## src/rtl/frame_renderer.sv

```systemverilog
// VGA frame renderer: beam counters, a once-per-frame snapshot of game state,
// and a two-stage pixel pipeline (hit tests, then colour select).
module frame_renderer #(
   parameter int   H_VISIBLE   = 800,
   parameter int   H_FRONT     = 40,
   parameter int   H_SYNC      = 128,
   parameter int   H_BACK      = 88,
   parameter int   V_VISIBLE   = 600,
   parameter int   V_FRONT     = 1,
   parameter int   V_SYNC      = 4,
   parameter int   V_BACK      = 23,
   parameter logic SYNC_ACTIVE = 1'b1,
   parameter int   WALL_PIXEL  = 16,
   parameter int   BLOCK_X0    = 16,
   parameter int   BLOCK_Y0    = 64,
   parameter int   PADDLE_Y    = 560,
   parameter int   PADDLE_LEN  = 60,
   parameter int   PADDLE_H    = 8,
   parameter int   BALL_SIZE   = 8
) (
   input  logic        CLK,
   input  logic        RST,
   input  logic [9:0]  BALL_X_PIXEL,
   input  logic [9:0]  BALL_Y_PIXEL,
   input  logic [9:0]  PADDLE_X_PIXEL,
   input  logic [71:0] BLOCK_STATE,
   output logic        START_UPDATE,
   output logic        HSYNC,
   output logic        VSYNC,
   output logic [2:0]  RED,
   output logic [2:0]  GREEN,
   output logic [1:0]  BLUE
);
   localparam logic [10:0] H_VIS   = 11'(H_VISIBLE);
   localparam logic [10:0] H_LAST  = 11'(H_VISIBLE + H_FRONT + H_SYNC + H_BACK - 1);
   localparam logic [10:0] HS_BEG  = 11'(H_VISIBLE + H_FRONT);
   localparam logic [10:0] HS_END  = 11'(H_VISIBLE + H_FRONT + H_SYNC);
   localparam logic [10:0] V_VIS   = 11'(V_VISIBLE);
   localparam logic [10:0] V_LAST  = 11'(V_VISIBLE + V_FRONT + V_SYNC + V_BACK - 1);
   localparam logic [10:0] VS_BEG  = 11'(V_VISIBLE + V_FRONT);
   localparam logic [10:0] VS_END  = 11'(V_VISIBLE + V_FRONT + V_SYNC);
   localparam logic [10:0] WALL_L  = 11'(WALL_PIXEL);
   localparam logic [10:0] WALL_R  = 11'(H_VISIBLE - WALL_PIXEL);
   localparam logic [10:0] BX0     = 11'(BLOCK_X0);
   localparam logic [10:0] BY0     = 11'(BLOCK_Y0);
   localparam logic [10:0] PAD_Y0  = 11'(PADDLE_Y);
   localparam logic [10:0] PAD_Y1  = 11'(PADDLE_Y + PADDLE_H);
   localparam logic [10:0] PAD_LEN = 11'(PADDLE_LEN);
   localparam logic [10:0] BALL_SZ = 11'(BALL_SIZE);

   function automatic logic [7:0] row_colour(input logic [2:0] row);
      case (row)
         3'd0:    row_colour = 8'b111_000_00;
         3'd1:    row_colour = 8'b111_100_00;
         3'd2:    row_colour = 8'b111_111_00;
         3'd3:    row_colour = 8'b000_111_00;
         3'd4:    row_colour = 8'b000_000_11;
         default: row_colour = 8'b111_000_11;
      endcase
   endfunction

   function automatic logic [7:0] pix_colour(input logic vld, input logic ball,
                                             input logic pad, input logic blk,
                                             input logic wall, input logic [2:0] row);
      if (!vld)      pix_colour = 8'h00;
      else if (ball) pix_colour = 8'b111_111_11;
      else if (pad)  pix_colour = 8'b000_111_11;
      else if (blk)  pix_colour = row_colour(row);
      else if (wall) pix_colour = 8'b100_100_10;
      else           pix_colour = 8'h00;
   endfunction

   logic [10:0] h_q, h_d, v_q, v_d;
   logic [9:0]  ball_x_q, ball_y_q, pad_x_q;
   logic [71:0] blk_q;
   logic        snap;
   logic [9:0]  bx, by;
   logic [3:0]  col;
   logic [5:0]  row;
   logic [6:0]  idx;
   logic [10:0] ball_x, ball_y, pad_x;
   logic        vld_p1_d, hs_p1_d, vs_p1_d, ball_p1_d, pad_p1_d, blk_p1_d, wall_p1_d;
   logic        vld_p1_q, hs_p1_q, vs_p1_q, ball_p1_q, pad_p1_q, blk_p1_q, wall_p1_q;
   logic [2:0]  row_p1_q;
   logic [7:0]  rgb_p2_q;
   logic        hs_p2_q, vs_p2_q;

   always_comb begin
      h_d = h_q + 11'd1;
      v_d = v_q;
      if (h_q == H_LAST) begin
         h_d = '0;
         v_d = (v_q == V_LAST) ? '0 : v_q + 11'd1;
      end
   end

   // Stage 0: beam position decode, read against the frame's shadow copy
   assign START_UPDATE = (h_q == '0) && (v_q == V_VIS);
   assign snap         = (h_q == '0) && (v_q == V_LAST);

   assign vld_p1_d = (h_q < H_VIS) && (v_q < V_VIS);
   assign hs_p1_d  = (h_q >= HS_BEG) && (h_q < HS_END);
   assign vs_p1_d  = (v_q >= VS_BEG) && (v_q < VS_END);

   // Above or left of the block area the subtraction wraps to a row/col that fails the range test
   assign bx  = 10'(h_q - BX0);
   assign by  = 10'(v_q - BY0);
   assign col = bx[9:6];
   assign row = by[9:4];
   assign idx = 7'({row[2:0], 3'b000}) + 7'({row[2:0], 2'b00}) + 7'(col);
   assign blk_p1_d = (h_q >= BX0) && (col < 4'd12) && (row < 6'd6) && blk_q[idx]
                     && (bx[5:0] != 6'h3F) && (by[3:0] != 4'hF);

   assign ball_x = {1'b0, ball_x_q};
   assign ball_y = {1'b0, ball_y_q};
   assign pad_x  = {1'b0, pad_x_q};
   assign ball_p1_d = (h_q >= ball_x) && (h_q < ball_x + BALL_SZ)
                      && (v_q >= ball_y) && (v_q < ball_y + BALL_SZ);
   assign pad_p1_d  = (h_q >= pad_x) && (h_q < pad_x + PAD_LEN)
                      && (v_q >= PAD_Y0) && (v_q < PAD_Y1);
   assign wall_p1_d = (h_q < WALL_L) || (h_q >= WALL_R) || (v_q < WALL_L);

   always_ff @(posedge CLK) begin
      if (RST) begin
         h_q       <= '0;
         v_q       <= '0;
         ball_x_q  <= '0;
         ball_y_q  <= '0;
         pad_x_q   <= '0;
         blk_q     <= '0;
         vld_p1_q  <= 1'b0;
         hs_p1_q   <= 1'b0;
         vs_p1_q   <= 1'b0;
         ball_p1_q <= 1'b0;
         pad_p1_q  <= 1'b0;
         blk_p1_q  <= 1'b0;
         wall_p1_q <= 1'b0;
         row_p1_q  <= '0;
         rgb_p2_q  <= '0;
         hs_p2_q   <= ~SYNC_ACTIVE;
         vs_p2_q   <= ~SYNC_ACTIVE;
      end else begin
         h_q <= h_d;
         v_q <= v_d;
         if (snap) begin
            ball_x_q <= BALL_X_PIXEL;
            ball_y_q <= BALL_Y_PIXEL;
            pad_x_q  <= PADDLE_X_PIXEL;
            blk_q    <= BLOCK_STATE;
         end
         // Stage 1: registered hit flags
         vld_p1_q  <= vld_p1_d;
         hs_p1_q   <= hs_p1_d;
         vs_p1_q   <= vs_p1_d;
         ball_p1_q <= ball_p1_d;
         pad_p1_q  <= pad_p1_d;
         blk_p1_q  <= blk_p1_d;
         wall_p1_q <= wall_p1_d;
         row_p1_q  <= row[2:0];
         // Stage 2: colour select and sync polarity
         rgb_p2_q <= pix_colour(vld_p1_q, ball_p1_q, pad_p1_q, blk_p1_q, wall_p1_q, row_p1_q);
         hs_p2_q  <= hs_p1_q ? SYNC_ACTIVE : ~SYNC_ACTIVE;
         vs_p2_q  <= vs_p1_q ? SYNC_ACTIVE : ~SYNC_ACTIVE;
      end
   end

   assign HSYNC = hs_p2_q;
   assign VSYNC = vs_p2_q;
   assign RED   = rgb_p2_q[7:5];
   assign GREEN = rgb_p2_q[4:2];
   assign BLUE  = rgb_p2_q[1:0];
endmodule

```

## config.mk

```make
export PLATFORM = sky130hd
export DESIGN_NAME = frame_renderer
export DESIGN_NICKNAME = d
export VERILOG_FILES = /design/src/rtl/frame_renderer.sv
export SDC_FILE = /design/constraint.sdc
export NUM_CORES = 1
export LEC_CHECK = 0
export CORE_MARGIN = 3
export CORE_UTILIZATION = 50
export CTS_CLUSTER_SIZE = 28
export DETAILED_ROUTE_END_ITERATION = 8
export PLACE_DENSITY = 0.74
export SLEW_MARGIN = 20
export SYNTH_ARGS = -nofsm -noshare
export SYNTH_HDL_FRONTEND = slang
export SYNTH_SLANG_ARGS = --single-unit
export TNS_END_PERCENT = 20
```

## constraint.sdc

```tcl
create_clock -name CLK -period 8 [get_ports CLK]
set_input_delay 1.6 -clock CLK [delete_from_list [all_inputs] [get_ports CLK]]
set_output_delay 1.6 -clock CLK [all_outputs]
set_load 0.005 [all_outputs]
```

# == Yosys cells after proc, flatten, opt, wreduce, memory -nomap -nowiden ==
# Index checks and enable logic that the tools add are counted.
# word_totals
ff_bits,144
inputBits,104
out_inout_bits,11
elab_cells,89
# classes
n_addsub,9
magnitude_cmp,21
n_eq_ne,9
mux,10
n_bitwise,1
n_reduce_logical,22
# op_table
operator,count
11-bit by 10-bit less-than comparator with 1-bit output (second input constant),5
11-bit by 10-bit >= comparator with 1-bit output (second input constant),4
8-bit one-hot mux with 5 select lines,1
11-bit by 10-bit >= comparator with 1-bit output,3
11-bit less-than comparator,3
8-bit two-way mux,4
10-bit by 4-bit adder with 11-bit output (second input constant),2
11-bit by 1-bit adder with 11-bit output (second input constant),2
11-bit by 10-bit equality test with 1-bit output (second input constant),2
11-bit by 5-bit less-than comparator with 1-bit output (second input constant),2
1-bit logical AND,16
10-bit by 6-bit adder with 11-bit output (second input constant),1
11-bit equality test (second input constant),1
11-bit by 5-bit >= comparator with 1-bit output (second input constant),1
11-bit logical NOT,1
11-bit two-way mux,1
10-bit by 5-bit subtractor with 10-bit output (second input constant),1
10-bit by 7-bit subtractor with 10-bit output (second input constant),1
7-bit by 8-bit less-than comparator with 1-bit output (second input constant),1
6-bit by 5-bit adder with 7-bit output,1
7-bit by 4-bit adder with 7-bit output,1
1-bit binary-select mux with 7-bit select,1
3-bit by 2-bit equality test with 1-bit output (second input constant),2
6-bit by 3-bit less-than comparator with 1-bit output (second input constant),1
10 further kinds,14

# == Logic depth before layout (Yosys ltp) ==
# logic_depth
depth_word,8
mapped_depth,16

# == Worst setup path after synthesis ==
# No wires, ideal clock.
# synth_timing
path_type,flip-flop to flip-flop
from,register h_q[7]
to,register blk_p1_q
arrival_time_ps,3652
required_ps,7878
path_slack_ps,4227
path_stages_with_launch,17
n_path_buf,3
synth_period_minus_slack_ps,3773
path_cell_list,dfxtp_1 > buf_2 > buf_1 > clkbuf_1 > nor3_1 > xnor2_1 > fa_1 > inv_1 > ha_1 > fa_1 > xor2_1 > nand2b_1 > a21oi_1 > o221ai_1 > nand3_1 > a2111o_1 > o311a_1
# synth_between
elab_chain_cells,7
elab_cells_between_ends,11
cone_classes,add/sub: 2; order compare: 2; mux: 2; reduce/logical: 5
# synth_lines
item,line,source
start: declaration,73,"logic [10:0] h_q, h_d, v_q, v_d;"
start signal: assignment,125,h_q <= '0;
start signal: assignment,143,h_q <= h_d;
10-bit by 5-bit subtractor with 10-bit output,106,assign bx = 10'(h_q - BX0);
7-bit by 4-bit adder with 7-bit output / 4-bit less-than comparator (equally long branches),"110, 111",
1-bit binary-select mux with 7-bit select / 1-bit logical AND (equally long branches),111,assign blk_p1_d = (h_q >= BX0) && (col < 4'd12) && (row < 6'd6) && blk_q[idx]
1-bit two-way mux (not written as such) / 1-bit logical AND (equally long branches),111,
1-bit logical AND (*),111,
1-bit logical AND (*) (2 in series),112,&& (bx[5:0] != 6'h3F) && (by[3:0] != 4'hF);
end signal: assignment,157,blk_p1_q <= blk_p1_d;
end: declaration,83,"logic vld_p1_q, hs_p1_q, vs_p1_q, ball_p1_q, pad_p1_q, blk_p1_q, wall_p1_q;"
# Mark *: on every way between the ends. The rest lies on a longest branch, timed or not. The select of a mux whose other input is x is not followed.
# A chain may end at the register's enable or synchronous reset.

# == Worst setup path in the final report ==
# layout_timing
from,register h_q[6]
to,output START_UPDATE
# layout_between
elab_chain_cells,2
# layout_lines
item,line,source
11-bit logical NOT,98,assign START_UPDATE = (h_q == '0) && (v_q == V_VIS);
1-bit logical AND,98,
end: declaration,27,"output logic START_UPDATE,"
# Every way passes these cells.

==> results.py <==
metrics = {
    "timing": {
        "period_share_pct": 51.8,
        "achievable_freq_mhz": 241,
        "setup_violating_endpoint_count_in_the_final_report": 0,
        "maxSlewHeadroom_pct": 31.9,
        "timing.setup.tns_ns": 0,
        "finalHoldViolations": 0,
        "finalClockSkew_ns": 0.00863,
        "transition_time_at_the_pin_with_the_least_slew_margin_ns": 1.02,
        "rsz0062_at_grt": "false",
        "fin_crit_ns": 4.15,
        "drv_slew": 0,
    },
    "clocking": {
        "htreeDepth": 4,
        "ctsLongestPathBuffers": 2,
        "clkSinkCount": 142,
        "cts_made_buffers": 17,
        "post_cts.resized_instances": 0,
        "tritoncts": "yes",
        "cts_root_buffer": "sky130_fd_sc_hd__clkbuf_16",
        "ctsHoldBuffers": 0,
        "clk_pin_slew_worst_paths_ns": 0.06,
        "post_cts_buffers": 0,
        "worstSkewPairLatency_ns": 0.42,
    },
    "grt": {
        "grt_usage_pct": 22.9,
        "number_of_global_route_vias_before_repair": 6535,
        "maximum_number_of_pins_on_one_net_before_global_route_repair": 103,
        "globalRoute.totalOverflow": 0,
        "grt_first_pass_wirelength_um": 31000,
        "number_of_antenna_violations_at_the_first_check_in_global_routing": 0,
    },
    "layout": {
        "drive_gt1_share_pct": 4.28,
        "seq_area_um2": 2840,
        "design.final.nets": 1247,
        "multi_input_area_um2": 4530,
        "syn_to_final_growth_pct": 22.8,
        "antenna_cells": 0,
        "final.fill_count": 1376,
        "final_util_pct": 63.0,
        "postLayoutCellArea_um2": 9570,
    },
    "setup_path": {
        "critical_path_required_ns": 6.40,
        "critical_path.startpoint_type": "flop",
        "worst_case_reg_to_reg_path_depth": 14,
        "criticalPathCategory": "flop to output port",
        "worst_ep_arrival_time_ns": 2.55,
        "endpoint_kind": "output port",
        "timing.rr.end": "blk_p1_q",
        "reg2reg_slack_ns": 4.10,
        "path_max_fanout": 14,
        "reg2reg_from": "h_q[5]",
    },
    "drt": {
        "uppermost_signal_routing_layer_after_detailed_routing": "met4",
        "met1_length_um": 8770,
        "met2RoutedLength_um": 8980,
        "routedWlPerCell_um": 15.1,
        "antenna_left": 0,
        "met3_wirelength_um": 883,
        "drtIter0Drc": 449,
        "wirelength_um": 19100,
        "drc_violation_count_after_routing": 0,
        "via_count": 6931,
        "vias_per_cell": 5.48,
        "first_pass_detailed_route_iteration_total": 5,
    },
    "yosys": {
        "synth.yosys.warnings": 0,
        "synth.largest_area_cell": "sky130_fd_sc_hd__dfxtp_1",
        "synth_top_cells_by_area": "sky130_fd_sc_hd__dfxtp_1, sky130_fd_sc_hd__ha_1, sky130_fd_sc_hd__nand2_1, sky130_fd_sc_hd__a21oi_1, sky130_fd_sc_hd__xnor2_1",
        "synthFlopType": "sky130_fd_sc_hd__dfxtp_1",
        "most_frequent_cell_after_synthesis": "sky130_fd_sc_hd__nand2_1",
        "synthesis.area_per_instance_um2": 7.94,
        "synth_top_cells_by_count": "sky130_fd_sc_hd__nand2_1, sky130_fd_sc_hd__dfxtp_1, sky130_fd_sc_hd__a21oi_1",
        "synth_enable_flop_cells": 0,
        "synth_cells": 981,
        "ys_types": 55,
        "synth.net_count": 1164,
        "yosys.area.top_type_share_pct": 36.5,
        "post_synth_instance_area_um2": 7790,
        "async_reset_ff_share_pct": 0,
        "synth_sequential_area_ratio_pct": 36.5,
        "synth-seq-cells": 142,
    },
    "pwr": {
        "power-per-cell-area_nw_per_um2": 172,
        "peakVddDrop_mv": 0.147,
        "power_leakage_nw": 3.56,
    },
    "placement": {
        "io_buffer_count": 114,
        "postPlaceCellArea_um2": 8940,
        "place_congestion": 0.900,
        "place.detailed.hpwl_um": 13700,
    },
    "min_path": {
        "launch_point_of_the_worst_hold_path": "hs_p1_q",
        "hold_path_end": "HSYNC",
        "worstHoldPathCells": 1,
        "min-delay-path-class": "flop to flop",
    },
    "die": {
        "dieHeight_um": 131,
        "die_w_um": 131,
        "io_pins": 115,
        "start_util_pct": 51.3,
        "full_die_area_um2": 17100,
        "core-area_um2": 15200,
        "rows": 45,
    },
    "outcome": {
        "outcome": "completed",
    },
    "job": {
        "max-cap-violations": 0,
    },
}
through the flow:
step                      instances  power, mW  setup slack, ns  hold WS, ns
after detailed placement       1233      0.819             4.22        0.438
after global placement         1233      0.818             4.28        0.425
after floorplan                 981      0.757             4.23        0.414
final                          1264       1.65             3.85        0.449
after CTS                      1264       1.66             3.82        0.450
after global routing           1264       1.70             3.60        0.464
power by group:
part / internal [mW] / switching (mW)
registers: 0.712 / 0.00383
logic: 0.0587 / 0.0291
clock network: 0.552 / 0.295
sequential cells by signal, summed over array words and instances (netlist names), 3 cells and up:
register / count
blk_q: 72
h_q: 11
v_q: 11
ball_x_q: 10
ball_y_q: 10
pad_x_q: 10
rgb_p2_q: 6
row_p1_q: 3
worst max-delay path, cell delays in order (launching register included):
cell and delay [ns]:
sky130_fd_sc_hd__dfxtp_1 0.47, sky130_fd_sc_hd__nor4_2 0.64, sky130_fd_sc_hd__and3_1 0.32, sky130_fd_sc_hd__and3_1 0.19
sky130_fd_sc_hd__clkdlybuf4s50_1 0.50
layer usage:
metal	track usage, %	vias up
met4	8.71	0
li1	-	3527
met3	5.33	33
met1	30.0	3207
met2	36.8	164
met5	0	-
cells in the final DEF (no fill, tap or decap), drive strengths merged, types with 8 or more instances in the layout:
cell type | synthesis | final
clkdlybuf4s50 | 0 | 113
nor2b | 8 | 8
dfxtp | 142 | 142
nor2 | 44 | 44
o21ai | 16 | 16
and3 | 8 | 8
xor2 | 13 | 13
o22ai | 10 | 10
inv | 47 | 48
xnor2 | 25 | 25
ha | 77 | 77
a21oi | 137 | 137
nand2b | 12 | 12
nand3 | 19 | 19
clkbuf | 35 | 21
nand2 | 241 | 241
a21o | 9 | 9
nand4 | 11 | 11
nor3 | 15 | 15
cell type report:
class / count / area share [%]
clock buffer: 21 / 4.60
inverter: 47 / 1.84
sequential: 142 / 29.7
timing repair buffer: 117 / 12.1
clock inverter: 10 / 1.96
tap: 188 / 2.46
multi-input combinational: 739 / 47.3
how the worst max path moves through the flow:
stage	start	to	depth (start not counted)
after detailed placement	h_q[5]	blk_p1_q	14
final	h_q[6]	START_UPDATE	4
after global routing	h_q[5]	START_UPDATE	4
after floorplan	h_q[7]	blk_p1_q	16
after global placement	h_q[5]	blk_p1_q	14
after CTS	h_q[6]	START_UPDATE	4
cell families (layout without fill, tap and decap cells):
logic type      after synthesis  after routing  share of synthesized area (%)
flops                       142            142                           36.5
xor+xnor                     38             38                           4.27
compound gates              222            222                           16.6
mux                          17             17                           2.83
buf+inv                     100            195                           5.48
fa+ha+maj                    79             79                           12.9
simple gates                383            383                           21.5
No activity file was read; power rests on OpenSTA's default activity.
